**src/rtl/mem_arbiter.sv**
```systemverilog
// ---------------------------------------------------------------------------
// mem_arbiter
//
// Shares one MemoryController between the instruction-fetch refill port and
// the load/store port. Data requests win by default; a saturating starvation
// counter forces an instruction grant once STARVE_LIMIT consecutive data
// grants have been made while a fetch was waiting. A pipeline flush
// (rob_clear) aborts in-flight fetches and loads, but an issued store always
// runs to completion because its side effect cannot be undone.
//
// Ports:
//   clk_in, rst_in      clock, synchronous active-high reset
//   rdy_in              global enable; low freezes every register
//   rob_clear           pipeline flush
//   inst_valid/addr     fetch request (held until inst_ready)
//   inst_ready/res      one-cycle completion pulse + fetched word
//   data_valid/wr/size/addr/value
//                       load/store request (held until data_ready)
//   data_ready/res      one-cycle completion pulse + load result
//   mc_valid/wr/addr/len/data
//                       request to the MemoryController (registered)
//   mc_abort            one-cycle pulse: controller drops the current op
//   mc_ready/res        controller completion pulse + result
//
// Optional feature (macro MEM_ARB_PERF_EN): adds 32-bit wrapping counters
// perf_inst_grants, perf_data_grants and perf_starve_forced.
// ---------------------------------------------------------------------------
module mem_arbiter #(
    parameter int STARVE_LIMIT = 4,
    parameter int CNT_W        = 4
) (
    input  logic        clk_in,
    input  logic        rst_in,
    input  logic        rdy_in,
    input  logic        rob_clear,
    input  logic        inst_valid,
    input  logic [31:0] inst_addr,
    output logic        inst_ready,
    output logic [31:0] inst_res,
    input  logic        data_valid,
    input  logic        data_wr,
    input  logic [2:0]  data_size,
    input  logic [31:0] data_addr,
    input  logic [31:0] data_value,
    output logic        data_ready,
    output logic [31:0] data_res,
    output logic        mc_valid,
    output logic        mc_wr,
    output logic [31:0] mc_addr,
    output logic [2:0]  mc_len,
    output logic [31:0] mc_data,
    output logic        mc_abort,
    input  logic        mc_ready,
    input  logic [31:0] mc_res
`ifdef MEM_ARB_PERF_EN
    ,
    output logic [31:0] perf_inst_grants,
    output logic [31:0] perf_data_grants,
    output logic [31:0] perf_starve_forced
`endif
);

    typedef enum logic [1:0] {
        IDLE   = 2'd0,
        BUSY_I = 2'd1,
        BUSY_D = 2'd2
    } state_t;

    localparam logic [CNT_W-1:0] LIMIT = CNT_W'(STARVE_LIMIT);

    state_t           state_q, state_d;
    logic [CNT_W-1:0] cnt_q, cnt_d;
    logic             valid_d, wr_d;
    logic [31:0]      addr_d, data_d;
    logic [2:0]       len_d;
    logic             grant_inst, grant_data, grant_forced;
    logic             active;

    // Results come straight from the controller; the ready pulses qualify them.
    assign inst_res = mc_res;
    assign data_res = mc_res;

    // Nothing may advance (or pulse) while disabled or while in reset.
    assign active = rdy_in && !rst_in;

    // NOTE: every signal written below gets a default first, so no path can
    // leave one unassigned and infer a latch.
    always_comb begin
        state_d      = state_q;
        cnt_d        = cnt_q;
        valid_d      = mc_valid;
        wr_d         = mc_wr;
        addr_d       = mc_addr;
        len_d        = mc_len;
        data_d       = mc_data;
        grant_inst   = 1'b0;
        grant_data   = 1'b0;
        grant_forced = 1'b0;
        inst_ready   = 1'b0;
        data_ready   = 1'b0;
        mc_abort     = 1'b0;

        if (active) begin
            unique case (state_q)
                IDLE: begin
                    if (rob_clear) begin
                        cnt_d = '0;
                    end else if (cnt_q == LIMIT && inst_valid) begin
                        grant_inst   = 1'b1;
                        grant_forced = 1'b1;
                        cnt_d        = '0;
                    end else if (data_valid) begin
                        grant_data = 1'b1;
                        // Count only data grants that made a fetch wait.
                        if (!inst_valid)
                            cnt_d = '0;
                        else if (cnt_q >= LIMIT)
                            cnt_d = LIMIT;
                        else
                            cnt_d = cnt_q + 1'b1;
                    end else if (inst_valid) begin
                        grant_inst = 1'b1;
                        cnt_d      = '0;
                    end
                end

                BUSY_I: begin
                    // Flush beats a coincident completion: the result is dropped.
                    if (rob_clear) begin
                        mc_abort = 1'b1;
                        valid_d  = 1'b0;
                        state_d  = IDLE;
                    end else if (mc_ready) begin
                        inst_ready = 1'b1;
                        valid_d    = 1'b0;
                        state_d    = IDLE;
                    end
                end

                BUSY_D: begin
                    // A store already in the controller is never aborted.
                    if (rob_clear && !mc_wr) begin
                        mc_abort = 1'b1;
                        valid_d  = 1'b0;
                        state_d  = IDLE;
                    end else if (mc_ready) begin
                        data_ready = 1'b1;
                        valid_d    = 1'b0;
                        state_d    = IDLE;
                    end
                end

                default: begin
                    valid_d = 1'b0;
                    state_d = IDLE;
                end
            endcase

            if (grant_inst) begin
                state_d = BUSY_I;
                valid_d = 1'b1;
                wr_d    = 1'b0;
                addr_d  = inst_addr;
                len_d   = 3'b010;
                data_d  = '0;
            end else if (grant_data) begin
                state_d = BUSY_D;
                valid_d = 1'b1;
                wr_d    = data_wr;
                addr_d  = data_addr;
                len_d   = data_size;
                data_d  = data_value;
            end
        end
    end

    // NOTE: state registers use non-blocking assignments so every flop samples
    // the pre-edge value of its neighbours, matching real hardware.
    always_ff @(posedge clk_in) begin
        if (rst_in) begin
            state_q  <= IDLE;
            cnt_q    <= '0;
            mc_valid <= 1'b0;
            mc_wr    <= 1'b0;
            mc_addr  <= '0;
            mc_len   <= '0;
            mc_data  <= '0;
        end else begin
            // When rdy_in is low every *_d equals its register, so this holds.
            state_q  <= state_d;
            cnt_q    <= cnt_d;
            mc_valid <= valid_d;
            mc_wr    <= wr_d;
            mc_addr  <= addr_d;
            mc_len   <= len_d;
            mc_data  <= data_d;
        end
    end

`ifdef MEM_ARB_PERF_EN
    // Grant strobes are already gated by rdy_in, so the counters freeze too.
    always_ff @(posedge clk_in) begin
        if (rst_in) begin
            perf_inst_grants   <= '0;
            perf_data_grants   <= '0;
            perf_starve_forced <= '0;
        end else begin
            if (grant_inst)
                perf_inst_grants <= perf_inst_grants + 32'd1;
            if (grant_data)
                perf_data_grants <= perf_data_grants + 32'd1;
            if (grant_forced)
                perf_starve_forced <= perf_starve_forced + 32'd1;
        end
    end
`endif

endmodule

```
**config.mk**
```make
export PLATFORM = sky130hd
export DESIGN_NAME = mem_arbiter
export DESIGN_NICKNAME = d
export VERILOG_FILES = /design/src/rtl/mem_arbiter.sv
export SDC_FILE = /design/constraint.sdc
export NUM_CORES = 1
export LEC_CHECK = 0
export ABC_CLOCK_PERIOD_IN_PS = 2540
export CAP_MARGIN = 5
export CORE_AREA = 2 2 107 109
export CTS_BUF_LIST = sky130_fd_sc_hd__clkbuf_4 sky130_fd_sc_hd__clkbuf_8
export CTS_CLUSTER_SIZE = 10
export DETAILED_ROUTE_END_ITERATION = 10
export DIE_AREA = 0 0 109 111
export GPL_TIMING_DRIVEN = 0
export PLACE_DENSITY_LB_ADDON = 0.05
export SKIP_LAST_GASP = 1
export SLEW_MARGIN = 10
export SYNTH_ARGS = -nofsm -noshare
export SYNTH_HDL_FRONTEND = slang
export SYNTH_SLANG_ARGS = --single-unit
```
**constraint.sdc**
```tcl
create_clock -name clk_in -period 2.54 [get_ports clk_in]
set_input_delay 0.381 -clock clk_in [delete_from_list [all_inputs] [get_ports clk_in]]
set_output_delay 0.381 -clock clk_in [all_outputs]
set_load 0.05 [all_outputs]
```
## Word level (Yosys, flattened, before mapping)

Cells that the tools add are included.

| word-level totals | value |
|---|---|
| register bits after elaboration | 75 |
| bits of input ports | 139 |
| word-level logic and storage cells | 72 |

| cells by class | value |
|---|---|
| add/subtract/negate cells | 1 |
| $lt $le $gt $ge | 1 |
| eq/ne operators | 4 |
| muxes and demuxes | 48 |
| reductions and logical operators | 11 |

Operator list:

| kind | number |
|---|---|
| two-way mux 32 bit | 4 |
| two-way mux 1 bit | 28 |
| two-way mux 4 bit | 6 |
| two-way mux 2 bit | 5 |
| two-way mux 3 bit | 2 |
| one-hot mux 2 bit (3 select lines) | 1 |
| adder 4 x 1 -> 4 bit (second input constant) | 1 |
| equality test 4 x 3 -> 1 bit (second input constant) | 1 |
| >= comparator 4 x 3 -> 1 bit (second input constant) | 1 |
| AND reduction 2 bit | 2 |
| nonzero test 4 bit | 1 |
| logical AND 1 bit | 3 |
| != test 3 bit (second input constant) | 1 |
| one-hot mux 1 bit (3 select lines) | 1 |
| AND reduction 3 bit | 1 |
| equality test 2 x 1 -> 1 bit (second input constant) | 1 |
| equality test 2 bit (second input constant) | 1 |
| logical NOT 1 bit | 2 |
| logical NOT 2 bit | 1 |
| one-hot mux 1 bit (2 select lines) | 1 |
| nonzero test 2 bit | 1 |

## Depth between registers and ports, before layout

| logic depth | value |
|---|---|
| depth after elaboration | 8 |
| mapped depth | 9 |
| mapped depth without buffers | 6 |

## Least setup slack after synthesis

No wires, ideal clock.

| timing path | value |
|---|---|
| path type | input to output |
| start point | input port rdy_in |
| end point | output port inst_ready |
| arrival time | 1.841 ns |
| data required time | 2.159 ns |
| path slack | 0.318 ns |
| stages | 3 |
| path buffers | 0 |
| cell sequence | nor2b_1 nand2_1 nor3b_1 |

| on the way | value |
|---|---|
| cells in the longest elaborated chain, start to end | 2 |

Ends and longest elaborated chain:

| item | RTL line | source |
|---|---|---|
| start, declared | 34 | `input logic rdy_in,` |
| logical AND 1 bit | 84 | `assign active = rdy_in && !rst_in;` |
| two-way mux 1 bit | 103 | `if (active) begin` |
| end, declared | 38 | `output logic inst_ready,` |

No other way between the ends.

## Final worst setup path

| timing path | value |
|---|---|
| start point | input port rst_in |
| end point | output port inst_ready |

| on the way | value |
|---|---|
| cells in the longest elaborated chain, start to end | 3 |

Ends and longest elaborated chain:

| item | RTL line | source |
|---|---|---|
| start, declared | 33 | `input logic rst_in,` |
| logical NOT 1 bit | 84 |  |
| logical AND 1 bit | 84 |  |
| two-way mux 1 bit | 103 |  |

No other way between the ends.

==> Implementation_results.wiki <==
{| class="wikitable"
! Metric !! Value
|-
| Worst endpoint required time || 2160 ps
|-
| Share of total power in combinational logic || 29.5%
|-
| Total power || 0.00337 W
|-
| Average cell area after synthesis || 8.42 µm²
|-
| Final Hold Vio Count || 0
|-
| Total Die Area || 12100 µm²
|-
| Actual slew at the worst max-slew pin || 722 ps
|-
| Library cell with the largest summed area after synthesis || sky130_fd_sc_hd__dfxtp_1
|-
| Final-layout worst hold slack || 449 ps
|-
| Placeable core area || 11100 µm²
|-
| Relative contribution of sequential cells to total power || 36.8%
|-
| Cell count after synthesis || 464
|-
| Fraction of power spent switching nets || 30.5%
|-
| Proportion of synthesized chip area in sequential cells || 38.4%
|-
| Total clock buffers created by CTS || 9
|-
| Root cell of the clock tree || sky130_fd_sc_hd__clkbuf_8
|-
| First-pass detailed-route iteration total || 4
|-
| Count of antenna-violating nets left after detailed routing || 0
|-
| Cell types with the largest area share after synthesis || sky130_fd_sc_hd__dfxtp_1, sky130_fd_sc_hd__buf_4, sky130_fd_sc_hd__a311oi_2
|-
| Clock-pin slew of the registers on the worst-case setup and hold paths || 70 ps
|-
| Area used by multi-input combinational logic || 1700 µm²
|-
| Final worst path period need || 2420 ps
|-
| Internal power || 0.00234 W
|-
| Detailed router's first-iteration violation count || 139
|-
| Postcts setup bufs || 0
|-
| Worst R2R Path Depth || 7
|-
| CTS tree || yes
|-
| Fraction of final layout cells sized beyond drive strength 1 || 18.9%
|-
| Post-cts hold buffer count || 0
|-
| Category of the most critical setup path || in2out
|-
| I/O pin count || 275
|-
| Initial antenna violation count || 0
|-
| IR drop worst, VDD || 0.000297 V
|-
| Worst hold path class || reg2reg
|-
| Worst reg2reg startpoint || state_q[0]
|-
| Worst slew margin relative to its limit || 51.9%
|-
| Final worst-path cycle share || 95.2%
|-
| Number of flip-flops and latches in the synthesized netlist || 75
|-
| Area taken by flip-flops and latches || 1500 µm²
|-
| Post-synthesis instance area || 3910 µm²
|-
| Number of warnings issued by yosys || 0
|-
| Post-DR vias/cell || 4.70
|-
| Result of the run || completed
|-
| Startpoint of the most critical hold path || mc_data[9]
|-
| Wire length of the first global-routing pass || 19.4 mm
|-
| Number of enable-type register cells in the synthesized netlist || 0
|-
| Max-slew violations || 0
|-
| Maximum root-to-sink buffer count || 2
|-
| Detailed-route via count || 4065
|-
| Setup crit end kind || primary output
|-
| Nets in the synthesized netlist || 608
|-
| Detailed placement HPWL || 9.55 mm
|-
| Average routed wire per standard cell || 14.2 µm
|-
| Setup repair after global routing missed its margin || false
|-
| Diodes inserted || 0
|-
| Switching power || 0.00103 W
|-
| # DRC || 0
|-
| Clock insertion delay at the later pin of the skew report || 350 ps
|-
| Power density over cell area || 500 nW/µm²
|-
| Data arrival at the endpoint of the critical path || 2040 ps
|-
| FF-to-FF End || mc_data[16]
|-
| FILL cells || 984
|-
| Aggregate global-route resource usage || 19.9%
|-
| Worst-path fanout max || 5
|-
| Share of flip-flops with an asynchronous set or reset || 0%
|-
| Overflow left after global routing || 0
|-
| R2r setup slk || 560 ps
|-
| Vias in the first global route || 4155
|-
| Worst-case clock skew || 11.9 ps
|-
| Die Span Y || 111 µm
|-
| Area share of the leading cell type in the synthesized netlist || 38.4%
|-
| Max Fclk || 0.414 GHz
|-
| Count of nets after finishing || 860
|-
| Final setup violation count || 0
|-
| Pin count of the biggest net entering global routing || 13
|-
| Number of maximum-capacitance violations || 0
|-
| H-Tree Level Count || 3
|-
| Post_cts resized || 3
|-
| Critical Path Source || rst_in
|-
| Most used DFF post-synth || sky130_fd_sc_hd__dfxtp_1
|-
| Placer Congestion || 0.753
|-
| Final Routed Wirelength || 12.3 mm
|-
| Area added between synthesis and finish || 72.5%
|-
| Horizontal die dimension || 109 µm
|-
| Starting density of the core || 35.3%
|-
| Quantity of I/O buffers inserted on ports || 241
|-
| FP Rows || 39
|-
| Critical Path Source Type || input port
|-
| Cell leakage power || 2.55 nW
|-
| Endpoint of the most critical setup path || inst_ready
|-
| Sink Count || 75
|-
| Number of distinct library cells after synthesis || 39
|-
| Clock power share || 33.7%
|}
Yosys cell counts, drive strengths merged (2+ instances only):
cell type	n
nand2	103
buf	88
dfxtp	75
a21oi	38
nand3	37
nor2	35
a311oi	32
clkbuf	10
inv	7
ha	5
nand2b	4
nor3b	3
o21ai	3
a31o	2
mux2i	2
nand3b	2
nor2b	2
nor3	2
kinds of logic after synthesis:
logic type                 after synthesis  synth area share, %
and+or+nand+nor                        194                 21.7
buffers and inverters                  105                 18.2
AOI/OAI and AO/OA                       83                 19.6
DFF                                     75                 38.4
adders and majority gates                5                 1.60
muxes                                    2                0.513
worst max-delay path, stage by stage:
cell and delay, ps:
sky130_fd_sc_hd__clkdlybuf4s50_1 460, sky130_fd_sc_hd__nor2b_1 290, sky130_fd_sc_hd__nand2_1 110, sky130_fd_sc_hd__nor3b_1 200
sky130_fd_sc_hd__dlygate4sd2_1 590
cells in the final DEF, fill, tap and decap left out, types with 2 or more instances in the layout:
cell type                         count
sky130_fd_sc_hd__ha_1                 5
sky130_fd_sc_hd__clkinv_2             2
sky130_fd_sc_hd__buf_2               12
sky130_fd_sc_hd__clkbuf_1            10
sky130_fd_sc_hd__buf_6                5
sky130_fd_sc_hd__nor2b_1              2
sky130_fd_sc_hd__nor3b_1              3
sky130_fd_sc_hd__nand3_1             37
sky130_fd_sc_hd__dlygate4sd2_1        3
sky130_fd_sc_hd__nor3_1               2
sky130_fd_sc_hd__a311oi_2            30
sky130_fd_sc_hd__dfxtp_1             75
sky130_fd_sc_hd__nand2b_1             4
sky130_fd_sc_hd__bufinv_16            3
sky130_fd_sc_hd__a21oi_1             37
sky130_fd_sc_hd__buf_4               70
sky130_fd_sc_hd__inv_1                7
sky130_fd_sc_hd__nor2_1              35
sky130_fd_sc_hd__clkbuf_8            10
sky130_fd_sc_hd__nand2_1            103
sky130_fd_sc_hd__o21ai_0              3
sky130_fd_sc_hd__a311oi_1             2
sky130_fd_sc_hd__mux2i_1              2
sky130_fd_sc_hd__clkdlybuf4s50_1    238
final cells by class:
cell class	instances	share of cell area (%)
clock buffers	11	2.15
inverters	7	0.390
plain buffers	98	10.1
repair buffers	241	35.7
well taps	143	2.66
multi-input cells	284	25.2
clock inverters	5	1.49
flip-flops and latches	75	22.3
how the worst min path moves through the flow:
stage               cells past startpoint     endpoint  slack (ps)
global placement                        2  mc_data[24]         440
CTS                                     4     cnt_q[1]         450
detailed placement                      2  mc_data[15]         440
finish                                  2   mc_data[9]         450
floorplan                               2     cnt_q[2]         460
global route                            2   mc_data[5]         470
state kept, by name, indices dropped and copies added (netlist names):
| signal | flops |
|---|---|
| mc_addr | 32 |
| mc_data | 32 |
| cnt_q | 4 |
| mc_len | 3 |
| state_q | 2 |
| mc_valid | 1 |
| mc_wr | 1 |
through the flow:
step / TNS (ps) / setup slack [ps] / util (%) / cells / cell area (µm²)
detailed placement: -250 / -170 / 58.7 / 848 / 6500
global route: 0 / 8.70 / 60.8 / 864 / 6740
CTS: 0 / 117 / 60.8 / 864 / 6740
global placement: -218 / -154 / 58.7 / 848 / 6500
finish: 0 / 122 / 60.8 / 864 / 6740
floorplan: 0 / 318 / - / 464 / 3910
power groups by stage:
| stage | sequential (W) | clock (W) | combinational [W] |
|---|---|---|---|
| after floorplan | 0.00141 | 0 | 0.000460 |
| after global placement | 0.00127 | 0 | 0.000990 |
| after detailed placement | 0.00127 | 0 | 0.000997 |
| after CTS | 0.00124 | 0.00116 | 0.00100 |
| after global routing | 0.00125 | 0.00120 | 0.00105 |
| final | 0.00124 | 0.00114 | 0.000994 |
layer usage:
layer | routed length [µm] | part of all wire (%) | track usage [%]
met2 | 5950 | 49 | 33.6
met4 | 228 | 1.9 | 6.41
met1 | 4940 | 40 | 23.6
met5 | 0 | 0 | 0
met3 | 1140 | 9.3 | 6.23
(Power assumes the default switching activity.)
